==> src/rtl/bist_sequencer_if.sv <==
// TAP-side command/status bus for bist_sequencer.
//
// Signals:
//   cmd_valid : one-cycle pulse, cmd holds a new Update-DR word
//   cmd       : [15:12] opcode, [11:0] argument
//   status    : {busy, done, pass, abort_flag, sig[11:0]}, captured on Capture-DR
//   sig       : full current MISR value
//
// Modports:
//   master : TAP side (drives cmd_valid/cmd, observes status/sig)
//   slave  : sequencer side
interface bist_sequencer_if #(
    parameter int unsigned SIG_W = 16
);
    logic             cmd_valid;
    logic [15:0]      cmd;
    logic [15:0]      status;
    logic [SIG_W-1:0] sig;

    modport master (
        output cmd_valid,
        output cmd,
        input  status,
        input  sig
    );

    modport slave (
        input  cmd_valid,
        input  cmd,
        output status,
        output sig
    );
endinterface

==> src/rtl/bist_sequencer.sv <==
// BIST sequencer for the unit-under-logic (UUL) behind the JTAG TAP.
//
// A start command (opcode 0x3, N = cmd[11:0], 0 meaning 4096) applies N LFSR
// patterns to the UUL parallel input, compacts the UUL response in a MISR,
// then compares the signature against GOLDEN_SIG. Opcode 0x4 clears done/pass
// and reseeds the MISR. Commands arriving while busy are ignored.
//
// Optional feature, macro BIST_ABORT_EN: opcode 0x5 while running returns to
// idle immediately, freezes the MISR and sets status[12] (abort_flag) until
// the next 0x3 or 0x4. Without the macro 0x5 is ignored and status[12] is 0.
//
// Ports:
//   clk_50MHz : system clock, rising edge
//   rst_n     : asynchronous active-low reset
//   bus       : command/status interface (slave modport)
//   uul_pout  : UUL parallel output (MISR input)
//   func_pin  : functional parallel input, forwarded when not under test
//   uul_pin   : UUL parallel input, LFSR pattern while bist_sel=1
//   bist_sel  : high while the UUL is under test
module bist_sequencer #(
    parameter int unsigned      PIN_W      = 6,
    parameter int unsigned      POUT_W     = 4,
    parameter int unsigned      SIG_W      = 16,
    parameter logic [PIN_W-1:0] LFSR_SEED  = PIN_W'(6'h01),
    parameter logic [SIG_W-1:0] MISR_SEED  = SIG_W'(16'hFFFF),
    parameter logic [SIG_W-1:0] GOLDEN_SIG = SIG_W'(16'h0000),
    parameter int unsigned      UUL_LAT    = 1
) (
    input  logic              clk_50MHz,
    input  logic              rst_n,
    bist_sequencer_if.slave   bus,
    input  logic [POUT_W-1:0] uul_pout,
    input  logic [PIN_W-1:0]  func_pin,
    output logic [PIN_W-1:0]  uul_pin,
    output logic              bist_sel
);

    localparam logic [3:0] OP_START = 4'h3;
    localparam logic [3:0] OP_CLEAR = 4'h4;
    localparam logic [3:0] OP_ABORT = 4'h5;
    localparam logic [2:0] LAT_SEL  = 3'(UUL_LAT);

    typedef enum logic [1:0] {StIdle, StRun, StFlush, StCompare} state_e;

    state_e           state_q;
    logic [PIN_W-1:0] lfsr_q;
    logic [SIG_W-1:0] misr_q;
    logic [12:0]      cnt_q;
    logic [2:0]       fcnt_q;
    logic [6:0]       pipe_q;
    logic             busy_q;
    logic             done_q;
    logic             pass_q;

    logic [3:0]       op;
    logic [12:0]      n_start;
    logic [PIN_W-1:0] lfsr_next;
    logic [SIG_W-1:0] misr_next;
    logic [7:0]       tap;
    logic             running;
    logic             misr_en;
    logic             abort_req;
    logic             abort_bit;

    assign op      = bus.cmd[15:12];
    assign n_start = (bus.cmd[11:0] == 12'd0) ? 13'd4096 : {1'b0, bus.cmd[11:0]};

    assign lfsr_next = {lfsr_q[PIN_W-2:0], lfsr_q[PIN_W-1] ^ lfsr_q[PIN_W-2]};
    assign misr_next = {misr_q[SIG_W-2:0], 1'b0}
                     ^ (misr_q[SIG_W-1] ? SIG_W'(16'h1021) : '0)
                     ^ SIG_W'(uul_pout);

    assign running = (state_q == StRun) || (state_q == StFlush);

`ifdef BIST_ABORT_EN
    logic abort_q;
    assign abort_req = running && bus.cmd_valid && (op == OP_ABORT);
    assign abort_bit = abort_q;
`else
    assign abort_req = 1'b0;
    assign abort_bit = 1'b0;
`endif

    // tap[k] is "a pattern was applied k cycles ago"; the MISR samples the UUL
    // response UUL_LAT cycles after each applied pattern.
    assign tap     = {pipe_q, state_q == StRun};
    assign misr_en = tap[LAT_SEL] && running && !abort_req;

    assign uul_pin    = bist_sel ? lfsr_q : func_pin;
    assign bus.sig    = misr_q;
    assign bus.status = {busy_q, done_q, pass_q, abort_bit, misr_q[11:0]};

    always_ff @(posedge clk_50MHz or negedge rst_n) begin
        if (!rst_n) begin
            state_q  <= StIdle;
            lfsr_q   <= LFSR_SEED;
            misr_q   <= MISR_SEED;
            cnt_q    <= '0;
            fcnt_q   <= '0;
            pipe_q   <= '0;
            busy_q   <= 1'b0;
            done_q   <= 1'b0;
            pass_q   <= 1'b0;
            bist_sel <= 1'b0;
`ifdef BIST_ABORT_EN
            abort_q  <= 1'b0;
`endif
        end else begin
            pipe_q <= tap[6:0];
            if (misr_en) begin
                misr_q <= misr_next;
            end

            unique case (state_q)
                StIdle: begin
                    if (bus.cmd_valid && op == OP_START) begin
                        state_q  <= StRun;
                        lfsr_q   <= LFSR_SEED;
                        misr_q   <= MISR_SEED;
                        cnt_q    <= n_start;
                        pipe_q   <= '0;
                        done_q   <= 1'b0;
                        pass_q   <= 1'b0;
                        busy_q   <= 1'b1;
                        bist_sel <= 1'b1;
`ifdef BIST_ABORT_EN
                        abort_q  <= 1'b0;
`endif
                    end else if (bus.cmd_valid && op == OP_CLEAR) begin
                        done_q <= 1'b0;
                        pass_q <= 1'b0;
                        misr_q <= MISR_SEED;
`ifdef BIST_ABORT_EN
                        abort_q <= 1'b0;
`endif
                    end
                end

                StRun: begin
                    if (abort_req) begin
                        state_q  <= StIdle;
                        busy_q   <= 1'b0;
                        bist_sel <= 1'b0;
                        done_q   <= 1'b0;
                        pass_q   <= 1'b0;
                        pipe_q   <= '0;
`ifdef BIST_ABORT_EN
                        abort_q  <= 1'b1;
`endif
                    end else if (cnt_q == 13'd1) begin
                        // Last pattern: LFSR holds so uul_pin keeps it during flush.
                        if (UUL_LAT == 0) begin
                            state_q <= StCompare;
                        end else begin
                            state_q <= StFlush;
                            fcnt_q  <= LAT_SEL;
                        end
                    end else begin
                        lfsr_q <= lfsr_next;
                        cnt_q  <= cnt_q - 13'd1;
                    end
                end

                StFlush: begin
                    if (abort_req) begin
                        state_q  <= StIdle;
                        busy_q   <= 1'b0;
                        bist_sel <= 1'b0;
                        done_q   <= 1'b0;
                        pass_q   <= 1'b0;
                        pipe_q   <= '0;
`ifdef BIST_ABORT_EN
                        abort_q  <= 1'b1;
`endif
                    end else if (fcnt_q == 3'd1) begin
                        state_q <= StCompare;
                    end else begin
                        fcnt_q <= fcnt_q - 3'd1;
                    end
                end

                StCompare: begin
                    pass_q   <= (misr_q == GOLDEN_SIG);
                    done_q   <= 1'b1;
                    busy_q   <= 1'b0;
                    bist_sel <= 1'b0;
                    state_q  <= StIdle;
                end

                default: begin
                    state_q <= StIdle;
                end
            endcase
        end
    end

endmodule

==> src/flat_wrapper.sv <==
// flat-port wrapper written by rule: the top's interface ports become plain ports
module bist_sequencer_flat 
#(
    parameter int unsigned      PIN_W      = 6,
    parameter int unsigned      POUT_W     = 4,
    parameter int unsigned      SIG_W      = 16,
    parameter logic [PIN_W-1:0] LFSR_SEED  = PIN_W'(6'h01),
    parameter logic [SIG_W-1:0] MISR_SEED  = SIG_W'(16'hFFFF),
    parameter logic [SIG_W-1:0] GOLDEN_SIG = SIG_W'(16'h0000),
    parameter int unsigned      UUL_LAT    = 1
)
  (clk_50MHz, rst_n, uul_pout, func_pin, uul_pin, bist_sel, bus_cmd_valid, bus_cmd, bus_status, bus_sig);
  bist_sequencer_if #(.SIG_W(SIG_W)) bus_i ();
  input  logic clk_50MHz;
  input  logic rst_n;
  input  logic [POUT_W-1:0] uul_pout;
  input  logic [PIN_W-1:0] func_pin;
  output logic [PIN_W-1:0] uul_pin;
  output logic bist_sel;
  input wire logic [$bits(bus_i.cmd_valid)-1:0] bus_cmd_valid;
  input wire logic [$bits(bus_i.cmd)-1:0] bus_cmd;
  output wire logic [$bits(bus_i.status)-1:0] bus_status;
  output wire logic [$bits(bus_i.sig)-1:0] bus_sig;
  assign bus_i.cmd_valid = bus_cmd_valid;
  assign bus_i.cmd = bus_cmd;
  assign bus_status = bus_i.status;
  assign bus_sig = bus_i.sig;
  bist_sequencer #(.PIN_W(PIN_W), .POUT_W(POUT_W), .SIG_W(SIG_W), .LFSR_SEED(LFSR_SEED), .MISR_SEED(MISR_SEED), .GOLDEN_SIG(GOLDEN_SIG), .UUL_LAT(UUL_LAT)) u_core (.clk_50MHz(clk_50MHz), .rst_n(rst_n), .bus(bus_i), .uul_pout(uul_pout), .func_pin(func_pin), .uul_pin(uul_pin), .bist_sel(bist_sel));
endmodule
==> config.mk <==
export PLATFORM = sky130hd
export DESIGN_NAME = bist_sequencer_flat
export DESIGN_NICKNAME = d
export VERILOG_FILES = /design/src/rtl/bist_sequencer_if.sv /design/src/rtl/bist_sequencer.sv /design/src/flat_wrapper.sv
export SDC_FILE = /design/constraint.sdc
export NUM_CORES = 1
export LEC_CHECK = 0
export ABC_AREA = 1
export BUFFER_PORTS_ARGS = -buffer_cell sky130_fd_sc_hd__clkbuf_2
export CORE_ASPECT_RATIO = 0.9
export CORE_MARGIN = 2
export CORE_UTILIZATION = 60
export CTS_BUF_LIST = sky130_fd_sc_hd__clkbuf_8
export CTS_CLUSTER_DIAMETER = 50
export DETAILED_ROUTE_END_ITERATION = 8
export GPL_ROUTABILITY_DRIVEN = 0
export PLACE_DENSITY = 0.85
export SLEW_MARGIN = 10
export SYNTH_ARGS = -nofsm -noshare
export SYNTH_HDL_FRONTEND = slang
export SYNTH_SLANG_ARGS = --single-unit
==> constraint.sdc <==
create_clock -name clk_50MHz -period 3.5 [get_ports clk_50MHz]
set_input_delay 0.7 -clock clk_50MHz [delete_from_list [all_inputs] [get_ports clk_50MHz]]
set_output_delay 0.7 -clock clk_50MHz [all_outputs]
set_load 0.02 [all_outputs]
Word-level counts from Yosys, hierarchy flattened
Index checks and enable logic that the tools add are counted.
{ "op_classes": {"n_addsub": 2, "eq_ne": 13, "n_mux": 27, "bitwise": 4, "reduce_logical": 15} }
{ "ops": {"columns": ["op", "count"], "rows": [
  ["$mux W16", 4],
  ["$mux W13", 4],
  ["$pmux W13 S2", 1],
  ["$mux W6", 3],
  ["$logic_not A16 Y1", 1],
  ["$xor A16 B16 Y16", 1],
  ["$xor A16 B4 Y16", 1],
  ["$eq A13 B1 Y1 const B", 1],
  ["$sub A13 B1 Y13 const B", 1],
  ["$logic_not A12 Y1", 1],
  ["$pmux W6 S2", 1],
  ["$reduce_and A3 Y1", 3],
  ["$ne A2 B2 Y1 const B", 4],
  ["$pmux W1 S2", 4],
  ["$pmux W2 S4", 1],
  ["$mux W2", 3],
  ["$mux W3", 2],
  ["$pmux W3 S2", 1],
  ["$eq A2 B2 Y1 const B", 2],
  ["$eq A4 B2 Y1 const B", 1],
  ["$eq A4 B3 Y1 const B", 1],
  ["$reduce_and A2 Y1", 2],
  ["$reduce_bool A2 Y1", 2],
  ["$eq A3 B1 Y1 const B", 1],
  ["11 further kinds", 15]
]} }
{ "word_totals": {"register_bits": 44, "inputBits": 29, "output_inout_bits": 39, "word_cells": 70} }

Logic depth before layout (Yosys ltp)
Gate-level depths: netlist (run 1).
{ "logic_depth": {"depth_word": 7, "ltp_mapped": 11, "ltp_nobuf": 10} }

Worst setup path before layout (run 1)
No wires, ideal clock.
{ "synth_path": {"path_kind": "register to output", "startpoint": "register u_core.bist_sel", "endpoint": "output uul_pin[4]", "arrival_time_ns": 1.163, "t_required_ns": 2.800, "path_slack_ns": 1.637, "path_stages_with_launch": 4, "path_buffers": 1, "path_cell_list": "dfrtp_1 -> clkbuf_1 -> nor2_1 -> a21oi_1"} }
{ "synth_via": {"elab_chain_cells": 1} }
{ "synth_lines": {"columns": ["item", "line", "source"], "rows": [
  ["from (decl)", "bist_sequencer.sv:35", "output logic bist_sel"],
  ["from (signal assigned)", "bist_sequencer.sv:104", "bist_sel <= 1'b0;"],
  ["from (signal assigned)", "bist_sequencer.sv:125", "bist_sel <= 1'b1;"],
  ["from (signal assigned)", "bist_sequencer.sv:143", "bist_sel <= 1'b0;"],
  ["$mux W6", "bist_sequencer.sv:89", "assign uul_pin = bist_sel ? lfsr_q : func_pin;"],
  ["to (decl)", "flat_wrapper.sv:18", "output logic [PIN_W-1:0] uul_pin;"]
]} }
No other way between the ends.

Final worst setup path (run 1)
{ "layout_path": {"startpoint": "register u_core.state_q[1]", "endpoint": "register u_core.cnt_q[8]"} }
{ "layout_via": {"elab_chain_cells": 3, "word_cells_on_any_way": 7, "cone_classes": "eq/ne: 3; mux: 1; reduce/logical: 3"} }
{ "layout_lines": {"columns": ["item", "line", "source"], "rows": [
  ["from (decl)", "bist_sequencer.sv:45", "state_e state_q;"],
  ["from (signal assigned)", "bist_sequencer.sv:95", "state_q <= StIdle;"],
  ["from (signal assigned)", "bist_sequencer.sv:117", "state_q <= StRun;"],
  ["from (signal assigned)", "bist_sequencer.sv:141", "state_q <= StIdle;"],
  ["$eq A2 B1 Y1 *", null, null],
  ["named net u_core.tap[0]", "bist_sequencer.sv:59", "logic [7:0] tap;"],
  ["$ne A2 B2 Y1 (no line) / $reduce_bool A2 Y1 (equally long branches)", null, null],
  ["$reduce_and A3 Y1 (no line)", null, null],
  ["to (signal assigned)", "bist_sequencer.sv:120", "cnt_q <= n_start;"],
  ["to (signal assigned)", "bist_sequencer.sv:160", "cnt_q <= cnt_q - 13'd1;"],
  ["to (decl)", "bist_sequencer.sv:48", "logic [12:0] cnt_q;"]
]} }
Mark *: on every way through the listed nets, which the timed path passes. The rest lies on a longest branch.
A chain may end at the register's enable or synchronous reset.

==> results of run 1 <==
[final timing paths]
check	from	end	cells past startpoint
worst max-delay path	u_core.state_q[1]	u_core.cnt_q[8]	8
worst min-delay path	u_core.done_q	u_core.done_q	2
max in group asynchronous	rst_n	u_core.cnt_q[5]	1
worst max register to register	u_core.state_q[1]	u_core.cnt_q[8]	8
min in group asynchronous	rst_n	u_core.lfsr_q[5]	1
worst min register to register	u_core.done_q	u_core.done_q	2
[final cells by class]
type | instances | area [sq um]
Clock buffer | 5 | 68.8
Clock inverter | 3 | 45.0
Fill cell | 359 | 1340
Inverter | 39 | 146
Multi-Input combinational cell | 262 | 1330
Sequential cell | 44 | 1120
Tap cell | 62 | 77.6
Timing Repair Buffer | 67 | 338
[placed cells by master, fill, tap and decap left out, drive strengths merged]
cell / Yosys / final
o211ai: 13 / 13
dfstp: 17 / 17
inv: 39 / 41
dfrtp: 27 / 27
xor2: 2 / 2
a21oi: 5 / 5
nor2: 28 / 28
o21ai: 23 / 23
conb: 1 / 1
nor4: 1 / 1
bufinv: 0 / 1
ha: 9 / 9
nor3: 1 / 1
nand2: 138 / 138
a22oi: 2 / 2
xnor2: 5 / 5
and2: 1 / 1
a31oi: 1 / 1
nand3: 22 / 22
clkbuf: 5 / 71
buf: 22 / 1
a21boi: 1 / 1
nand4: 4 / 4
mux2: 5 / 5
[layer usage]
layer	wire, um	up-vias
li1	-	1256
met1	2740	1115
met2	2740	72
met3	253	9
met4	75	0
met5	0	-
[sequential cells by signal, indices dropped and copies added (netlist names)]
name / flops
u_core.done_q: 1
u_core.lfsr_q: 6
u_core.pass_q: 1
u_core.cnt_q: 13
u_core.fcnt_q: 3
u_core.bist_sel: 1
u_core.pipe_q: 1
u_core.state_q: 2
u_core.bus.sig: 16
[worst max-delay path, delay by kind of cell, from the launching register on]
kind | cells | cell delay (ns)
AND/OR/NAND/NOR | 3 | 0.39
adder cells (fa/ha/maj) | 1 | 0.19
buffers and inverters | 3 | 0.62
flip-flops | 1 | 0.41
AO/OA/AOI/OAI | 1 | 0.47
[cell families after synthesis]
logic type,Yosys count,share of synthesized area [%]
simple gates,195,29.5
buf+inv,66,11.9
compound gates,45,9.86
flops,44,40.4
fa+ha+maj,9,4.05
xor+xnor,7,2.21
mux,5,2.03
other cells,1,0.135
[power groups by stage]
stage	Combinational, mW	Sequential (mW)	Clock [mW]
finish	1.79	1.06	0.410
global route	2.03	1.10	0.431
CTS	1.79	1.06	0.411
detailed placement	1.78	1.06	0
global placement	1.73	1.05	0
floorplan	1.39	1.13	0
==> flow_metrics.py, run 1 <==
metrics = {
    "outcome": {
        "status": "completed",
    },
    "timing": {
        "fmax_mhz": 465,
        "finalCriticalPeriod_ns": 2.15,
        "final_max_slew_viol_count": 0,
        "setup_slack_ns": 1.35,
        "post-route-period-util_pct": 61.4,
        "tightestPinTransition_ns": 1.07,
        "setup_violations": 0,
        "finalHoldViolations": 0,
        "slew_headroom_pct": 28.4,
        "tns_ns": 0,
        "hold_ws_ns": 0.492,
        "fin_worst_skew_ns": 0.0114,
        "rsz0062_at_grt": "no",
    },
    "job": {
        "maxCapViolations": 0,
    },
    "cts": {
        "htree_levels": 2,
        "tritoncts": "yes",
        "cts_buffers": 5,
        "clkSinkCount": 44,
        "cts_setup_buffers": 0,
        "holdBufCountCts": 0,
        "cts-resized-gates": 0,
        "path_clk_slew_ns": 0.10,
        "clkLatencyLatePin_ns": 0.31,
        "root_buffer": "clkbuf_8",
        "cts.path.max_buffers": 2,
    },
    "drt": {
        "drc": 0,
        "drtIter0Drc": 152,
        "wl_per_cell_um": 12.1,
        "first_pass_iters": 4,
        "ant_nets": 0,
        "vias": 2452,
        "routed_wl_um": 5810,
        "avgViaCountPerCell": 5.09,
    },
    "power_and_ir_drop": {
        "powerDensity_nw_per_um2": 1040,
        "p_clk_share_pct": 12.6,
        "power_frac_comb_pct": 54.8,
        "power.total_mw": 3.26,
        "pwr-share-seq_pct": 32.6,
        "ir_drop_uv": 470,
        "p_int_mw": 1.64,
        "switching_share_pct": 49.6,
        "power.leakage_nw": 1.67,
        "power.switching_mw": 1.62,
    },
    "global_routing": {
        "grt_usage_pct": 23.9,
        "met3_usage_pct": 3.63,
        "antenna_found_initial": 0,
        "overflow": 0,
        "grt_max_degree": 45,
        "grt_pass1_vias": 2218,
        "grt_first_pass_wirelength_um": 9570,
        "met2_usage_pct": 40.2,
        "grt.met1_usage_pct": 31.8,
        "grt_busiest_layer": "met2",
    },
    "synth": {
        "synth_cell_types": 31,
        "synthFlopType": "dfrtp_1",
        "syn_nets": 410,
        "post-synth-top-area-cell": "dfrtp_1",
        "synth_cells": 372,
        "avgSynthCellArea_sq_um": 7.47,
        "post-synth-top-count-cell": "nand2_1",
        "async_reset_ff_share_pct": 100,
        "synth-edff-count": 0,
        "yosys_warnings": 0,
        "yosysSeqAreaShare_pct": 40.4,
        "synthTopCellsByArea": "dfrtp_1 24%, nand2_1 18%, dfstp_2 16%",
        "ys_ff_latch": 44,
        "ys_top_cells_by_count": "132 x nand2_1, 39 x inv_1, 27 x dfrtp_1, 26 x nor2_1, 22 x nand3_1",
        "netlist_area_sq_um": 2780,
        "synthDominantCellAreaShare_pct": 24.3,
    },
    "cells_and_area": {
        "n_antenna_cell": 0,
        "final_nets": 457,
        "syn2layout_area_growth_pct": 12.4,
        "final_cell_area_sq_um": 3130,
        "stdcell_count": 482,
        "fin_util_pct": 70.1,
        "drive_gt1_share_pct": 25.5,
    },
    "worst_setup_path": {
        "arrival_ns": 2.40,
        "max_stage_delay_ns": 0.47,
        "cpMaxStageDelayCell": "a21boi_2",
        "path_max_fanout": 22,
        "rrSetupSlack_ns": 1.35,
        "crit_top_cell": "nand2_1",
        "crit_path_end_kind": "flip-flop",
        "path_class": "flip-flop to flip-flop",
        "crit_required_ns": 3.75,
        "startpoint_type": "flip-flop",
        "path_cells": "inv_1, ha_1, buf_4, inv_1, nand2_1, a21boi_2, nand2_1, nand2_1",
    },
    "placement": {
        "placed_cell_area_sq_um": 3010,
        "pre_cts_ws_ns": 1.39,
        "port_buffers": 66,
        "dp_hpwl_um": 4200,
        "dpl.cell_count": 474,
    },
    "die": {
        "die_y_um": 68.6,
        "fp.dieW_um": 75.8,
        "start_util_pct": 62.3,
        "coreArea_sq_um": 4460,
        "num_io_pins": 68,
        "rows": 23,
        "die_area_sq_um": 5190,
    },
    "min_path": {
        "hold_path_class": "flip-flop to flip-flop",
    },
}
Note: power is estimated with default switching activity, not from simulation.
==> run 2, diff against run 1 <==
Settings changed: ABC_AREA 1 to 0, CORE_UTILIZATION 60 to 55, PLACE_DENSITY 0.85 to 0.79.
Clock period 3.5 ns to 2.2 ns, I/O delays scaled along.
==> run 2 against run 1 <==
Critical path depth down 4. Count of clock-buffer cells in the layout stayed put. Core utilization decreased by 4.4 points. Flip-flop and latch count unchanged. Worst hold slack worse by 0.29 ns. Sequential power rose by 23%.
==> flow_metrics.py, run 2 <==
metrics = {
    "synth": {
        "synthFlopType": "dfrtp_1",
        "synthDominantCellAreaShare_pct": 24.7,
        "async_reset_ff_share_pct": 100,
        "netlist_area_sq_um": 2740,
        "post-synth-top-area-cell": "dfrtp_1",
        "synth_cell_types": 55,
        "avgSynthCellArea_sq_um": 9.28,
        "ys_ff_latch": 44,
        "yosysSeqAreaShare_pct": 41.0,
        "post-synth-top-count-cell": "nand2_1",
        "synth-edff-count": 0,
        "ys_top_cells_by_count": "40 x nand2_1, 27 x dfrtp_1, 17 x clkbuf_1, 17 x dfstp_2, 16 x buf_4",
        "syn_nets": 333,
        "synth_cells": 295,
        "yosys_warnings": 0,
        "synthTopCellsByArea": "dfrtp_1 25%, dfstp_2 16%, nand2_1 5.5%",
    },
    "cts": {
        "path_clk_slew_ns": 0.08,
        "tritoncts": "yes",
        "clkSinkCount": 44,
        "htree_levels": 2,
        "cts_buffers": 5,
        "root_buffer": "clkbuf_8",
        "cts.path.max_buffers": 2,
        "holdBufCountCts": 0,
        "clkLatencyLatePin_ns": 0.31,
    },
    "power_and_ir_drop": {
        "power.total_mw": 2.70,
        "powerDensity_nw_per_um2": 850,
        "power.leakage_nw": 1.41,
        "pwr-share-seq_pct": 48.2,
        "p_int_mw": 1.63,
        "p_clk_share_pct": 18.9,
        "power_frac_comb_pct": 32.9,
        "switching_share_pct": 39.6,
        "power.switching_mw": 1.07,
        "ir_drop_uv": 616,
    },
    "global_routing": {
        "overflow": 0,
        "grt_usage_pct": 25.9,
        "grt_pass1_vias": 2301,
        "grt_max_degree": 45,
        "antenna_found_initial": 0,
        "grt_first_pass_wirelength_um": 11400,
    },
    "drt": {
        "ant_nets": 0,
        "vias": 2544,
        "wl_per_cell_um": 16.8,
        "routed_wl_um": 6970,
        "drc": 0,
        "avgViaCountPerCell": 6.14,
        "first_pass_iters": 5,
        "drtIter0Drc": 220,
    },
    "job": {
        "maxCapViolations": 0,
    },
    "die": {
        "rows": 24,
        "die_y_um": 70.9,
        "start_util_pct": 56.7,
        "die_area_sq_um": 5560,
        "fp.dieW_um": 78.4,
        "num_io_pins": 68,
        "coreArea_sq_um": 4830,
    },
    "timing": {
        "fin_worst_skew_ns": 0.00414,
        "setup_slack_ns": 0.0975,
        "post-route-period-util_pct": 95.6,
        "rsz0062_at_grt": "no",
        "finalCriticalPeriod_ns": 2.10,
        "tns_ns": 0,
        "setup_violations": 0,
        "fmax_mhz": 476,
        "final_max_slew_viol_count": 0,
        "tightestPinTransition_ns": 0.644,
        "slew_headroom_pct": 56.9,
        "finalHoldViolations": 0,
    },
    "cells_and_area": {
        "n_antenna_cell": 0,
        "syn2layout_area_growth_pct": 15.9,
        "multiInputGateArea_sq_um": 1400,
        "stdcell_count": 414,
        "largest_reg_flops": 16,
        "final_common_cell": "clkbuf_2",
        "final_cell_mix": "66 x clkbuf_2, 40 x nand2_1, 27 x dfrtp_1",
        "regArea_sq_um": 1120,
        "nFillCells": 403,
        "drive_gt1_share_pct": 37.2,
        "final_nets": 386,
    },
    "worst_setup_path": {
        "startpoint_type": "flip-flop",
        "crit_path_end_kind": "flip-flop",
        "arrival_ns": 2.30,
        "rrSetupSlack_ns": 0.1,
        "critPathCapture": "u_core.cnt_q[11]",
        "timing.rr.end": "u_core.cnt_q[11]",
        "path_class": "flip-flop to flip-flop",
        "crit_required_ns": 2.40,
        "path_max_fanout": 7,
        "critical_path.startpoint": "u_core.cnt_q[7]",
        "max_stage_delay_ns": 0.57,
        "cpMaxStageDelayCell": "or4_1",
        "r2r_cells": 4,
        "path_cells": "or4_1, or4_4, a32o_1, a211o_1",
        "r2r_start": "u_core.cnt_q[7]",
    },
    "placement": {
        "dpl.cell_count": 406,
        "pre_cts_ws_ns": 0.00216,
        "dp_hpwl_um": 5100,
        "port_buffers": 66,
    },
    "outcome": {
        "status": "completed",
    },
    "min_path": {
        "hold_path_class": "primary input to asynchronous set/reset pin",
    },
}
[run 2: cell count changes in the layout (fill, tap and decap cells not counted), moves of 8 or more]
cell	delta
o31ai_1	+10
nor4_1	+8
nand2_1	-92
nand3_1	-8
buf_4	+16
inv_1	-30
nor2_1	-16
[run 2: layout make-up]
| class | instances | share of cell area [%] |
|---|---|---|
| flip-flops and latches | 44 | 35.3 |
| well taps | 65 | 2.56 |
| clock inverters | 3 | 0.512 |
| repair buffers | 83 | 14.4 |
| multi-input cells | 206 | 44.1 |
| clock buffers | 5 | 2.17 |
| inverters | 8 | 0.946 |
[run 2: through the flow]
| stage | area, sq um | hold slack [ns] | utilization, % |
|---|---|---|---|
| 2_1_floorplan | 2740 | 0.144 | - |
| 3_3_place_gp | 3080 | 0.491 | 63.6 |
| 3_5_place_dp | 3080 | 0.501 | 63.6 |
| 4_1_cts | 3160 | 0.222 | 65.5 |
| 5_1_grt | 3180 | 0.250 | 65.7 |
| 6_report | 3180 | 0.202 | 65.7 |
[run 2: worst min path at each step]
stage | end | startpoint
floorplan | u_core.bist_sel | rst_n
global placement | u_core.done_q | u_core.done_q
detailed placement | u_core.done_q | u_core.done_q
CTS | u_core.lfsr_q[3] | rst_n
global route | u_core.cnt_q[5] | rst_n
finish | u_core.cnt_q[5] | rst_n
[run 2: logic make-up after synthesis]
group | after synthesis | synth area share [%]
flops | 44 | 41.0
xor+xnor | 7 | 2.24
mux | 12 | 4.84
compound gates | 61 | 16.6
simple gates | 116 | 22.6
fa+ha+maj | 9 | 4.11
other cells | 1 | 0.137
buf+inv | 45 | 8.50
[run 2: repair_timing]
item,CTS,global route
endpoints found under the hold margin,0,0
endpoints found under the setup margin,2,15
resized for setup,1,2
pin swaps,1,1
setup buffers,0,0
[run 2: critical path: cells and delay by family, from the launching register on]
kind	cells	cell delay [ns]
flops	1	0.44
compound gates	2	0.49
simple gates	2	1.07
[run 2: per-layer routing]
metal  up-vias  track usage (%)  part of all wire (%)
met2       136             40.0                    45
met3        14             4.21                   9.1
met1      1210             37.2                    44
met5         -                0                     0
met4         0             9.55                   2.0
li1       1184                -                     -
[run 2: power by group through the flow]
stage | logic (mW) | registers [mW] | clock network, mW
floorplan | 0.548 | 1.45 | 0
global placement | 0.880 | 1.30 | 0
detailed placement | 0.899 | 1.31 | 0
CTS | 0.901 | 1.29 | 0.510
global route | 0.955 | 1.33 | 0.535
finish | 0.889 | 1.30 | 0.510
==> run 3, diff against run 2 <==
Settings changed: ABC_AREA 0 to 1, CORE_UTILIZATION 55 to 56, PLACE_DENSITY 0.79 to 0.8.
==> run 3 against run 2 <==
Flip-flop and latch count is the same. Fmax grew 14%. Global-route usage shrank 1.9 points. First-iteration DRC count shrank 18%. Final area grew 0.12%. Worst hold slack lost 0.12 ns. Critical path type unchanged. Critical endpoint is now u_core.cnt_q[0]. Largest power group is now combinational cells. Highest routed layer unchanged.
==> flow_metrics.py, run 3 (synthesized netlist as in run 1, its figures left out) <==
metrics = {
    "outcome": {
        "status": "completed",
    },
    "worst_setup_path": {
        "path_max_fanout": 11,
        "arrival_ns": 2.09,
        "path_delay_family": "compound AO/OA/AOI/OAI gates",
        "startpoint_type": "flip-flop",
        "max_stage_delay_ns": 0.50,
        "cpMaxStageDelayCell": "a21boi_2",
        "path_buf_inv": 2,
        "critical_path.startpoint": "u_core.state_q[1]",
        "path_class": "flip-flop to flip-flop",
        "crit_top_cell": "nand2_1",
        "timing.rr.end": "u_core.cnt_q[0]",
        "crit_required_ns": 2.44,
        "r2r_cells": 7,
        "r2r_start": "u_core.state_q[1]",
        "rrSetupSlack_ns": 0.35,
        "crit_path_end_kind": "flip-flop",
        "path_cells": "inv_1, ha_1, inv_1, nand2_1, a21boi_2, nand2_1, nand2_1",
        "critPathCapture": "u_core.cnt_q[0]",
        "path_depth": 7,
    },
    "timing": {
        "setup_violations": 0,
        "final_max_slew_viol_count": 0,
        "tns_ns": 0,
        "finalCriticalPeriod_ns": 1.85,
        "fmax_mhz": 540,
        "fin_worst_skew_ns": 0.00788,
        "post-route-period-util_pct": 84.1,
        "slew_headroom_pct": 62.0,
        "finalHoldViolations": 0,
        "tightestPinTransition_ns": 0.567,
        "rsz0062_at_grt": "no",
    },
    "drt": {
        "route.met3.wl_um": 329,
        "met2_length_um": 2940,
        "first_pass_iters": 4,
        "routed.top_layer": "met4",
        "vias": 2483,
        "drc": 0,
        "ant_nets": 0,
        "routed_wl_um": 6100,
        "avgViaCountPerCell": 5.08,
        "wl_per_cell_um": 12.5,
        "met1_length_um": 2720,
        "drtIter0Drc": 181,
    },
    "cells_and_area": {
        "largest_reg_flops": 16,
        "final_nets": 461,
        "final_common_cell": "nand2_1",
        "drive_gt1_share_pct": 26.2,
        "final_cell_area_sq_um": 3180,
        "n_antenna_cell": 0,
        "stdcell_count": 489,
        "syn2layout_area_growth_pct": 14.4,
        "final_cell_mix": "132 x nand2_1, 66 x clkbuf_2, 39 x inv_1",
    },
    "power_and_ir_drop": {
        "power.leakage_nw": 1.69,
        "ir_drop_uv": 905,
        "powerDensity_nw_per_um2": 1660,
    },
    "die": {
        "die_y_um": 70.8,
        "fp.dieW_um": 78.3,
        "start_util_pct": 57.9,
        "num_io_pins": 68,
        "die_area_sq_um": 5550,
        "rows": 24,
        "coreArea_sq_um": 4800,
    },
    "cts": {
        "cts_buffers": 5,
        "cts.path.max_buffers": 2,
        "cts-resized-gates": 0,
        "clkSinkCount": 44,
        "htree_levels": 2,
        "tritoncts": "yes",
        "cts_setup_buffers": 0,
        "path_clk_slew_ns": 0.09,
        "clkLatencyLatePin_ns": 0.31,
        "root_buffer": "clkbuf_8",
        "holdBufCountCts": 0,
    },
    "min_path": {
        "hold_path_class": "primary input to asynchronous set/reset pin",
    },
    "job": {
        "maxCapViolations": 0,
    },
    "global_routing": {
        "overflow": 0,
        "antenna_found_initial": 0,
        "grt_pass1_vias": 2302,
        "grt_usage_pct": 24.0,
        "grt_max_degree": 28,
        "grt_first_pass_wirelength_um": 10600,
    },
    "placement": {
        "dpl.cell_count": 481,
        "placed_cell_area_sq_um": 3060,
        "dp_hpwl_um": 4480,
        "port_buffers": 66,
    },
}
run 3: per-layer routing:
layer	up-vias	track usage [%]
li1	1264	-
met1	1130	31.5
met2	78	39.2
met3	11	5.10
met4	0	9.75
met5	-	0
run 3: how the worst min path moves through the flow:
stage                     start               end  slack, ns  depth (start not counted)
after global routing      rst_n  u_core.fcnt_q[1]       0.12                          1
after detailed placement  rst_n   u_core.cnt_q[1]       0.43                          1
after global placement    rst_n   u_core.cnt_q[2]       0.42                          1
after floorplan           rst_n   u_core.bist_sel       0.14                          0
after CTS                 rst_n  u_core.lfsr_q[2]        0.1                          1
final                     rst_n  u_core.lfsr_q[2]       0.08                          1
run 3: stage by stage:
stage	hold WS, ns	utilization [%]	power [mW]	setup slack, ns
after floorplan	0.144	-	4.02	0.597
after global placement	0.416	63.6	4.48	0.529
after detailed placement	0.428	63.6	4.59	0.391
after CTS	0.0963	66.2	5.28	0.347
after global routing	0.115	66.2	5.76	0.164
final	0.0773	66.2	5.27	0.350
run 3: area by class of cell:
cell class / count / area (sq um)
well taps: 65 / 81.3
multi-input cells: 262 / 1330
flip-flops and latches: 44 / 1120
repair buffers: 71 / 380
clock buffers: 6 / 82.6
inverters: 39 / 146
clock inverters: 2 / 38.8
fillers: 426 / 1630
run 3: power by group:
group          total, mW  switching, mW  leakage [nW]  internal, mW
Sequential          1.69          0.388         0.524          1.30
Clock              0.676          0.304        0.0614         0.372
Combinational       2.91           1.90          1.11          1.01
Total               5.27           2.59          1.69          2.68
